**src/rtl/cache_pkg.sv**
```systemverilog
// Shared cache geometry, address field positions, tag-line layout and cache_fsm state encodings.
// Latency: none; this file holds only constants, types and a helper.
// Backpressure: not applicable.
package cache_pkg;

    localparam int ADDR_W      = 16;
    localparam int BLOCKSIZE_W = 5;
    localparam int INDEX_W     = 3;
    localparam int TAG_W       = ADDR_W - INDEX_W - BLOCKSIZE_W;
    localparam int NUM_LINES   = 1 << INDEX_W;
    localparam int BLK_ADDR_W  = ADDR_W - BLOCKSIZE_W;

    localparam int OFFSET_LSB  = 0;
    localparam int OFFSET_MSB  = BLOCKSIZE_W - 1;
    localparam int INDEX_LSB   = BLOCKSIZE_W;
    localparam int INDEX_MSB   = BLOCKSIZE_W + INDEX_W - 1;
    localparam int TAG_LSB     = BLOCKSIZE_W + INDEX_W;
    localparam int TAG_MSB     = ADDR_W - 1;

    // One tag-store entry.
    typedef struct packed {
        logic             valid;
        logic             dirty;
        logic [TAG_W-1:0] tag;
    } line_t;

    // State encodings used by the downstream cache_fsm.
    typedef enum logic [2:0] {
        FSM_IDLE      = 3'd0,
        FSM_COMPARE   = 3'd1,
        FSM_WRITEBACK = 3'd2,
        FSM_ALLOCATE  = 3'd3,
        FSM_WAIT_MEM  = 3'd4,
        FSM_DONE      = 3'd5
    } fsm_state_t;

    // Block address (tag and index) formed from a tag and an index.
    function automatic logic [BLK_ADDR_W-1:0] blk_addr(input logic [TAG_W-1:0] tag,
                                                       input logic [INDEX_W-1:0] index);
        return {tag, index};
    endfunction

endpackage

```
**src/rtl/cache_tag_ctrl_if.sv**
```systemverilog
// Groups the CPU request, FSM handshake and SDRAM block-address signals of the tag controller.
// Latency: wires only.
// Backpressure: the busy output tells the requester that further cs edges are dropped.
interface cache_tag_ctrl_if;
    import cache_pkg::*;

    logic                  cs;
    logic                  wr_rd_cpu;
    logic [ADDR_W-1:0]     addr_cpu;
    logic                  rdy;
    logic                  valid_set;
    logic                  dirty_set;
    logic                  hit;
    logic                  wr_rd_cpu_q;
    logic                  cs_sampled_dly;
    logic                  dirty_line;
    logic                  busy;
    logic [BLK_ADDR_W-1:0] victim_addr;
    logic [BLK_ADDR_W-1:0] fill_addr;

    modport master (
        output cs, wr_rd_cpu, addr_cpu, rdy, valid_set, dirty_set,
        input  hit, wr_rd_cpu_q, cs_sampled_dly, dirty_line, busy, victim_addr, fill_addr
    );

    modport slave (
        input  cs, wr_rd_cpu, addr_cpu, rdy, valid_set, dirty_set,
        output hit, wr_rd_cpu_q, cs_sampled_dly, dirty_line, busy, victim_addr, fill_addr
    );

endinterface

```
**src/rtl/cache_tag_array.sv**
```systemverilog
// Direct-mapped tag store of {V, D, tag}: combinational read, V/tag and D write enables.
// Latency: read 0 cycles; writes visible after the clock edge.
// Backpressure: none; every write is accepted.
module cache_tag_array
    import cache_pkg::*;
(
    input  logic               clk,
    input  logic               rst,
    input  logic [INDEX_W-1:0] rd_index,
    output logic               rd_valid,
    output logic               rd_dirty,
    output logic [TAG_W-1:0]   rd_tag,
    input  logic [INDEX_W-1:0] wr_index,
    input  logic               vt_we,
    input  logic [TAG_W-1:0]   wr_tag,
    input  logic               d_we,
    input  logic               d_val
);

    line_t lines [NUM_LINES];

    assign rd_valid = lines[rd_index].valid;
    assign rd_dirty = lines[rd_index].dirty;
    assign rd_tag   = lines[rd_index].tag;

    // Clear on reset; an install loads the new tag clean unless a dirty write lands with it.
    always_ff @(posedge clk) begin
        if (rst) begin
            for (int i = 0; i < NUM_LINES; i++) begin
                lines[i] <= '0;
            end
        end else if (vt_we) begin
            lines[wr_index].valid <= 1'b1;
            lines[wr_index].tag   <= wr_tag;
            lines[wr_index].dirty <= d_we & d_val;
        end else if (d_we) begin
            lines[wr_index].dirty <= d_val;
        end
    end

endmodule

```
**src/rtl/cache_tag_ctrl.sv**
```systemverilog
// Samples CPU requests on cs rising edge, looks up the tag store and feeds hit/dirty to cache_fsm.
// Latency: accept at E0, lookup results after E1, cs_sampled_dly pulse in the E2-E3 cycle.
// Backpressure: cs edges seen while busy are dropped; busy clears the edge after rdy.
module cache_tag_ctrl
    import cache_pkg::*;
(
    input  logic            clk,
    input  logic            rst,
    cache_tag_ctrl_if.slave bus
);

    logic                  cs_prev;
    logic                  busy_q;
    logic                  lookup_pend;
    logic                  pulse_pend;
    logic                  pulse_q;
    logic [TAG_W-1:0]      tag_q;
    logic [INDEX_W-1:0]    index_q;
    logic                  wr_q;
    logic                  hit_q;
    logic                  dirty_q;
    logic [BLK_ADDR_W-1:0] victim_q;
    logic [BLK_ADDR_W-1:0] fill_q;

    logic                  accept;
    logic                  line_hit;
    logic                  rd_valid;
    logic                  rd_dirty;
    logic [TAG_W-1:0]      rd_tag;
    logic                  unused_offset;

    // Offset bits select a byte within the block and play no part in tag handling.
    assign unused_offset = ^bus.addr_cpu[OFFSET_MSB:OFFSET_LSB];

    assign accept   = bus.cs & ~cs_prev & ~busy_q;
    assign line_hit = rd_valid && (rd_tag == tag_q);

    // Dirty marking is only legal for writes; the FSM also pulses dirty on read hits.
    cache_tag_array u_array (
        .clk      (clk),
        .rst      (rst),
        .rd_index (index_q),
        .rd_valid (rd_valid),
        .rd_dirty (rd_dirty),
        .rd_tag   (rd_tag),
        .wr_index (index_q),
        .vt_we    (busy_q & bus.valid_set),
        .wr_tag   (tag_q),
        .d_we     (busy_q & bus.dirty_set & wr_q),
        .d_val    (1'b1)
    );

    // Edge detect, request latch, busy tracking and the two-stage delay to the FSM pulse.
    always_ff @(posedge clk) begin
        if (rst) begin
            cs_prev     <= 1'b0;
            busy_q      <= 1'b0;
            lookup_pend <= 1'b0;
            pulse_pend  <= 1'b0;
            pulse_q     <= 1'b0;
            tag_q       <= '0;
            index_q     <= '0;
            wr_q        <= 1'b0;
        end else begin
            cs_prev     <= bus.cs;
            lookup_pend <= accept;
            pulse_pend  <= lookup_pend;
            pulse_q     <= pulse_pend;
            if (accept) begin
                busy_q  <= 1'b1;
                tag_q   <= bus.addr_cpu[TAG_MSB:TAG_LSB];
                index_q <= bus.addr_cpu[INDEX_MSB:INDEX_LSB];
                wr_q    <= bus.wr_rd_cpu;
            end else if (busy_q && bus.rdy) begin
                busy_q  <= 1'b0;
            end
        end
    end

    // hit/dirty track the array while busy; block addresses are frozen at lookup so
    // writeback addressing survives the tag overwrite from valid_set.
    always_ff @(posedge clk) begin
        if (rst) begin
            hit_q    <= 1'b0;
            dirty_q  <= 1'b0;
            victim_q <= '0;
            fill_q   <= '0;
        end else begin
            if (busy_q) begin
                hit_q   <= line_hit;
                dirty_q <= rd_dirty;
            end
            if (lookup_pend) begin
                victim_q <= blk_addr(rd_tag, index_q);
                fill_q   <= blk_addr(tag_q, index_q);
            end
        end
    end

    assign bus.hit            = hit_q;
    assign bus.wr_rd_cpu_q    = wr_q;
    assign bus.cs_sampled_dly = pulse_q;
    assign bus.dirty_line     = dirty_q;
    assign bus.busy           = busy_q;
    assign bus.victim_addr    = victim_q;
    assign bus.fill_addr      = fill_q;

endmodule

```
**src/flat_wrapper.sv**
```systemverilog
// flat-port wrapper written by rule: the top's interface ports become plain ports
module cache_tag_ctrl_flat import cache_pkg::*;
  (clk, rst, bus_cs, bus_wr_rd_cpu, bus_addr_cpu, bus_rdy, bus_valid_set, bus_dirty_set, bus_hit, bus_wr_rd_cpu_q, bus_cs_sampled_dly, bus_dirty_line, bus_busy, bus_victim_addr, bus_fill_addr);
  cache_tag_ctrl_if bus_i ();
  input  logic clk;
  input  logic rst;
  input wire logic [$bits(bus_i.cs)-1:0] bus_cs;
  input wire logic [$bits(bus_i.wr_rd_cpu)-1:0] bus_wr_rd_cpu;
  input wire logic [$bits(bus_i.addr_cpu)-1:0] bus_addr_cpu;
  input wire logic [$bits(bus_i.rdy)-1:0] bus_rdy;
  input wire logic [$bits(bus_i.valid_set)-1:0] bus_valid_set;
  input wire logic [$bits(bus_i.dirty_set)-1:0] bus_dirty_set;
  output wire logic [$bits(bus_i.hit)-1:0] bus_hit;
  output wire logic [$bits(bus_i.wr_rd_cpu_q)-1:0] bus_wr_rd_cpu_q;
  output wire logic [$bits(bus_i.cs_sampled_dly)-1:0] bus_cs_sampled_dly;
  output wire logic [$bits(bus_i.dirty_line)-1:0] bus_dirty_line;
  output wire logic [$bits(bus_i.busy)-1:0] bus_busy;
  output wire logic [$bits(bus_i.victim_addr)-1:0] bus_victim_addr;
  output wire logic [$bits(bus_i.fill_addr)-1:0] bus_fill_addr;
  assign bus_i.cs = bus_cs;
  assign bus_i.wr_rd_cpu = bus_wr_rd_cpu;
  assign bus_i.addr_cpu = bus_addr_cpu;
  assign bus_i.rdy = bus_rdy;
  assign bus_i.valid_set = bus_valid_set;
  assign bus_i.dirty_set = bus_dirty_set;
  assign bus_hit = bus_i.hit;
  assign bus_wr_rd_cpu_q = bus_i.wr_rd_cpu_q;
  assign bus_cs_sampled_dly = bus_i.cs_sampled_dly;
  assign bus_dirty_line = bus_i.dirty_line;
  assign bus_busy = bus_i.busy;
  assign bus_victim_addr = bus_i.victim_addr;
  assign bus_fill_addr = bus_i.fill_addr;
  cache_tag_ctrl u_core (.clk(clk), .rst(rst), .bus(bus_i));
endmodule
```
**config.mk**
```make
export PLATFORM = sky130hd
export DESIGN_NAME = cache_tag_ctrl_flat
export DESIGN_NICKNAME = d
export VERILOG_FILES = /design/src/rtl/cache_pkg.sv /design/src/rtl/cache_tag_ctrl_if.sv /design/src/rtl/cache_tag_array.sv /design/src/rtl/cache_tag_ctrl.sv /design/src/flat_wrapper.sv
export SDC_FILE = /design/constraint.sdc
export NUM_CORES = 1
export LEC_CHECK = 0
export ABC_AREA = 1
export CORE_MARGIN = 4
export CORE_UTILIZATION = 45
export CTS_CLUSTER_DIAMETER = 80
export CTS_CLUSTER_SIZE = 30
export DETAILED_ROUTE_END_ITERATION = 8
export PLACE_DENSITY = 0.78
export SLEW_MARGIN = 20
export SYNTH_ARGS = -nofsm -noshare
export SYNTH_HDL_FRONTEND = slang
export SYNTH_SLANG_ARGS = --single-unit
```
**constraint.sdc**
```tcl
create_clock -name clk -period 1.5 [get_ports clk]
set_input_delay 0.375 -clock clk [delete_from_list [all_inputs] [get_ports clk]]
set_output_delay 0.375 -clock clk [all_outputs]
set_load 0.02 [all_outputs]
```
* After elaboration in Yosys (flattened, before gate mapping)
Memory sizes are Yosys's and may differ from the RTL's. A register that Yosys moved wholly into a read port is not among the register bits.
Cells that the tools add are included.
W data, S select, Z words.
** Storage, ports and cells
- Output and inout port bits :: 27
- Bits of input ports :: 23
- Memories kept :: 1
- Flip-flop bits (word level) :: 41
- RAM bits :: 80
** Cells by class
- Bitwise operators :: 8
- Multiplexer cells :: 17
- Equal/unequal tests :: 1
- Reduce and logical (&&, ||, !) cells :: 4
** Memory list
- u_core.u_array.lines :: depth 8, width 10, read ports 1, clocked after memory_dff 1, wr ports 8, line cache_tag_array.sv:20 : line_t lines [NUM_LINES];
** Operators with widths (number)
- $mux W1 :: 12
- $mux W10 :: 1
- $reduce_or A10 Y1 :: 1
- $mux W3 :: 3
- $eq A8 B8 Y1 :: 1
- $and A1 B1 Y1 :: 5
- $logic_and A1 B1 Y1 :: 2
- $mux W2 :: 1
- $not A1 Y1 :: 2
- $reduce_bool A2 Y1 :: 1
- $or A1 B1 Y1 :: 1

* Depth between registers and ports, before layout
- Depth in word-level cells :: 9
- Mapped depth :: 15

* By module
Synthesis repeated with hierarchy kept, for this count alone.
** Unflattened totals
- Cell total of the unflattened synthesis :: 666
- Area total of the unflattened synthesis :: 5607.9 µm²
** Modules (own cells, without submodules)
- cache_tag_array :: sequential area each 2322.2 µm², area each 4093.9 µm², instances 1, cells an instance 485
- cache_tag_ctrl :: sequential area each 760.7 µm², area each 1514.0 µm², instances 1, cells an instance 181

* Worst setup path before layout
Ideal clock, no wire load.
- Path kind :: flip-flop to flip-flop
- Start :: register u_core.busy_q (netlist: u_core.bus.busy)
- End :: memory u_core.u_array.lines[4][0] (netlist bit), enable pin
- Stages on the path, launching flop included :: 6
- Path slack :: -307 ps
- Period minus slack after synthesis :: 1807 ps
- Library setup time :: 329 ps
- Path buffers :: 1
- Arrival time :: 1478 ps
- Required time :: 1171 ps
- Cells stage by stage :: dfxtp_1 buf_2 nand2_1 nor2_1 nand2_1 nand2_1
** RTL lines
- from (decl) :: line cache_tag_ctrl.sv:13 : logic busy_q;
- from (signal assigned) :: line cache_tag_ctrl.sv:57 : busy_q <= 1'b0;
- from (signal assigned) :: line cache_tag_ctrl.sv:70 : busy_q <= 1'b1;
- from (signal assigned) :: line cache_tag_ctrl.sv:75 : busy_q <= 1'b0;
- to (decl) :: line cache_tag_array.sv:20

==> results.sh <==
export IMPL_cap_violations=0
export IMPL_min_path_cells=2
export IMPL_clock_path_buffers=2
export IMPL_drc_errors=0
export IMPL_endpoint_kind="register"
export IMPL_dp_hpwl_um=8750
export IMPL_synthCells=599
export IMPL_antenna_found_initial=0
export IMPL_nets=705
export IMPL_max_slew_margin_pct=71.9
export IMPL_status="finished, violations left"
export IMPL_gp_congestion=0.890
export IMPL_max_freq_mhz=553
export IMPL_p_leak_nw=3.06
export IMPL_drive_gt1_share_pct=22.0
export IMPL_cp_start_kind="register"
export IMPL_routed_via_count=4438
export IMPL_area_growth_synth_to_final_pct=36.1
export IMPL_cp_cell_sequence="bufbuf_16 > nor2_1 > nor2_1 > o21ai_0 > nand3_1 > nand2_1 > nand2_1 > nand2_1 > nand3_2 > nor2_4 > nor2_2 > nor2_1"
export IMPL_mappedNetlistNets=622
export IMPL_setup_ws_ns=-0.307
export IMPL_min_period_ns=1.81
export IMPL_pin_count=50
export IMPL_rsz0062_at_grt="yes"
export IMPL_slowest_stage="dfxtp_4"
export IMPL_mostFrequentLayoutCells="nand2_1, nor2_1, edfxtp_1"
export IMPL_synthMuxAreaShare_pct=0
export IMPL_crit_arrival_ns=2.16
export IMPL_place_area_sq_mm=0.00628
export IMPL_yosysSeqAreaShare_pct=60.3
export IMPL_r2r_worst_path_cells=12
export IMPL_ys_ff_latch=121
export IMPL_synthSimpleGateAreaFrac_pct=22.2
export IMPL_cpPeakStageDelay_ns=0.37
export IMPL_htreeDepth=4
export IMPL_clk_pin_slew_ns=0.06
export IMPL_pre_cts_ws_ns=-0.382
export IMPL_start_util_pct=45.9
export IMPL_clk_latency_ns=0.42
export IMPL_powerDensity_mw_per_mm2=1280
export IMPL_hold_start="u_core.pulse_pend"
export IMPL_rows=39
export IMPL_drtIter0Drc=357
export IMPL_netlist_area_sq_mm=0.00522
export IMPL_critPathKind="register to register"
export IMPL_clockRootBuffer="clkbuf_16"
export IMPL_yosysWarnings=0
export IMPL_synth_xor_area_share_pct=0
export IMPL_fin_crit_sh_pct=120
export IMPL_grt_pass1_wl_um=21200
export IMPL_core_area_sq_mm=0.0114
export IMPL_wl_per_cell_um=15.9
export IMPL_yosysUniqueCellTypes=23
export IMPL_maxSlewViolCount=0
export IMPL_synth_top_family_by_area="simple AND/OR/NAND/NOR gates"
export IMPL_wl_um=13300
export IMPL_crit_path_max_fanout=6
export IMPL_tritoncts="done"
export IMPL_final_common_cell="nand2_1"
export IMPL_grt_pass1_vias=4426
export IMPL_ant_nets=0
export IMPL_r2r_end="u_core.bus.hit"
export IMPL_portBuffers=44
export IMPL_worstPathRequired_ns=1.85
export IMPL_synth_compound_area_share_pct=9.04
export IMPL_finalSetupViolCount=3
export IMPL_hold_class="register to register"
export IMPL_grt_usage_pct=20.9
export IMPL_ir_drop_mv=0.929
export IMPL_die_x_um=116
export IMPL_r2r_slack_ns=-0.31
export IMPL_hold_violations=0
export IMPL_tightest_slew_ns=0.419
export IMPL_antennaDiodeCount=0
export IMPL_grt_start_max_net_pins=39
export IMPL_overflow=0
export IMPL_die_area_sq_mm=0.0134
export IMPL_fin_setup_tns_ns=-0.413
export IMPL_fin_skew_ns=0.00630
export IMPL_synth_avg_cell_area_sq_um=8.71
export IMPL_hold_buffers=0
export IMPL_holdPathEnd="u_core.bus.cs_sampled_dly"
export IMPL_die_h_um=116
export IMPL_clock_sinks=121
export IMPL_first_pass_iters=5
export IMPL_synth_fa_ha_area_share_pct=0
export IMPL_layout_cell_area_non_filler_sq_mm=0.00710
export IMPL_violations="negative setup slack"
export IMPL_viasPerCell=5.30
export IMPL_cts_made_buffers=17
[critical path: cells and delay by family (launching register included)]
kind	cells	cell delay [ns]
AOI/OAI and AO/OA	1	0.10
buffers and inverters	1	0.27
DFF	1	0.37
and+or+nand+nor	10	1.01
[state kept, by name, summed over array words and instances, names as in the netlist, named ones only]
register / flops
u_core.bus.fill_addr: 11
u_core.bus.cs_sampled_dly: 1
u_core.bus.wr_rd_cpu_q: 1
u_core.index_q: 3
u_core.bus.dirty_line: 1
u_core.bus.victim_addr: 8
u_core.pulse_pend: 1
u_core.bus.hit: 1
u_core.u_array.lines: 80
u_core.tag_q: 8
u_core.cs_prev: 1
u_core.bus.busy: 1
u_core.lookup_pend: 1
[area by class of cell]
| type | count | area (sq um) |
|---|---|---|
| clock buffer | 26 | 579 |
| clock inverter | 6 | 41.3 |
| fill | 847 | 4270 |
| inverter | 63 | 255 |
| multi-input combinational | 379 | 1900 |
| sequential | 121 | 3150 |
| tap | 143 | 179 |
| timing repair buffer | 100 | 987 |
[worst max-delay path by stage]
| stage | slack, ns | endpoint | cells past startpoint | from |
|---|---|---|---|---|
| after global routing | -0.40 | u_core.bus.hit | 14 | register |
| after floorplan | -0.008 | u_core.u_array.lines[4][0] | 5 | u_core.bus.busy |
| after global placement | -0.29 | u_core.u_array.lines[4][1] | 4 | rst |
| after detailed placement | -0.38 | u_core.bus.hit | 14 | register |
| after CTS | -0.28 | u_core.bus.hit | 14 | register |
| final | -0.31 | u_core.bus.hit | 12 | register |
[per-layer routing]
metal	wire length, um	track usage, %	vias to the layer above	part of all wire [%]
li1	-	-	2129	-
met1	5210	23.8	2102	39
met2	6910	36.6	164	52
met3	715	4.65	43	5.4
met4	490	11.2	0	3.7
met5	0	0	-	0
[cell usage after synthesis (all sizes together)]
cell	n	area, sq um
a21oi	34	170
and2	1	6.26
buf	15	123
clkbuf	21	78.8
clkinv	3	11.3
dfxtp	49	981
edfxtp	72	2160
inv	60	230
nand2	121	454
nand3	47	240
nor2	107	402
nor3	10	50.1
o211ai	2	15.0
o21ai	53	265
o221ai	1	8.76
o22ai	2	12.5
or3	1	6.26
[power by group]
part / leakage [nW] / switching (mW) / internal [mW] / total (mW)
clock network: 0.311 / 1.46 / 2.68 / 4.13
logic: 1.61 / 0.711 / 0.487 / 1.20
registers: 1.15 / 0.0919 / 3.67 / 3.76
[logic make-up after synthesis]
kind of cell           count (synthesis)
buffers and inverters                 99
and+or+nand+nor                      287
DFF                                  121
AOI/OAI and AO/OA                     92
[per-stage QoR]
step | total power, mW | cells | hold WS (ns) | util [%]
global placement | 4.87 | 802 | 0.400 | 55.2
floorplan | 4.44 | 599 | 0.388 | -
global route | 9.38 | 838 | 0.439 | 62.4
finish | 9.09 | 838 | 0.416 | 62.4
detailed placement | 4.90 | 802 | 0.405 | 55.2
CTS | 9.03 | 836 | 0.413 | 61.5
[repair_timing]
item | 4_1_cts | 5_1_grt
gates cloned | 1 | 0
gates resized for setup | 61 | 42
pin swaps | 2 | 11
endpoints found under the setup margin | 70 | 62
buffers inserted | 1 | 2
(Power assumes the default switching activity.)
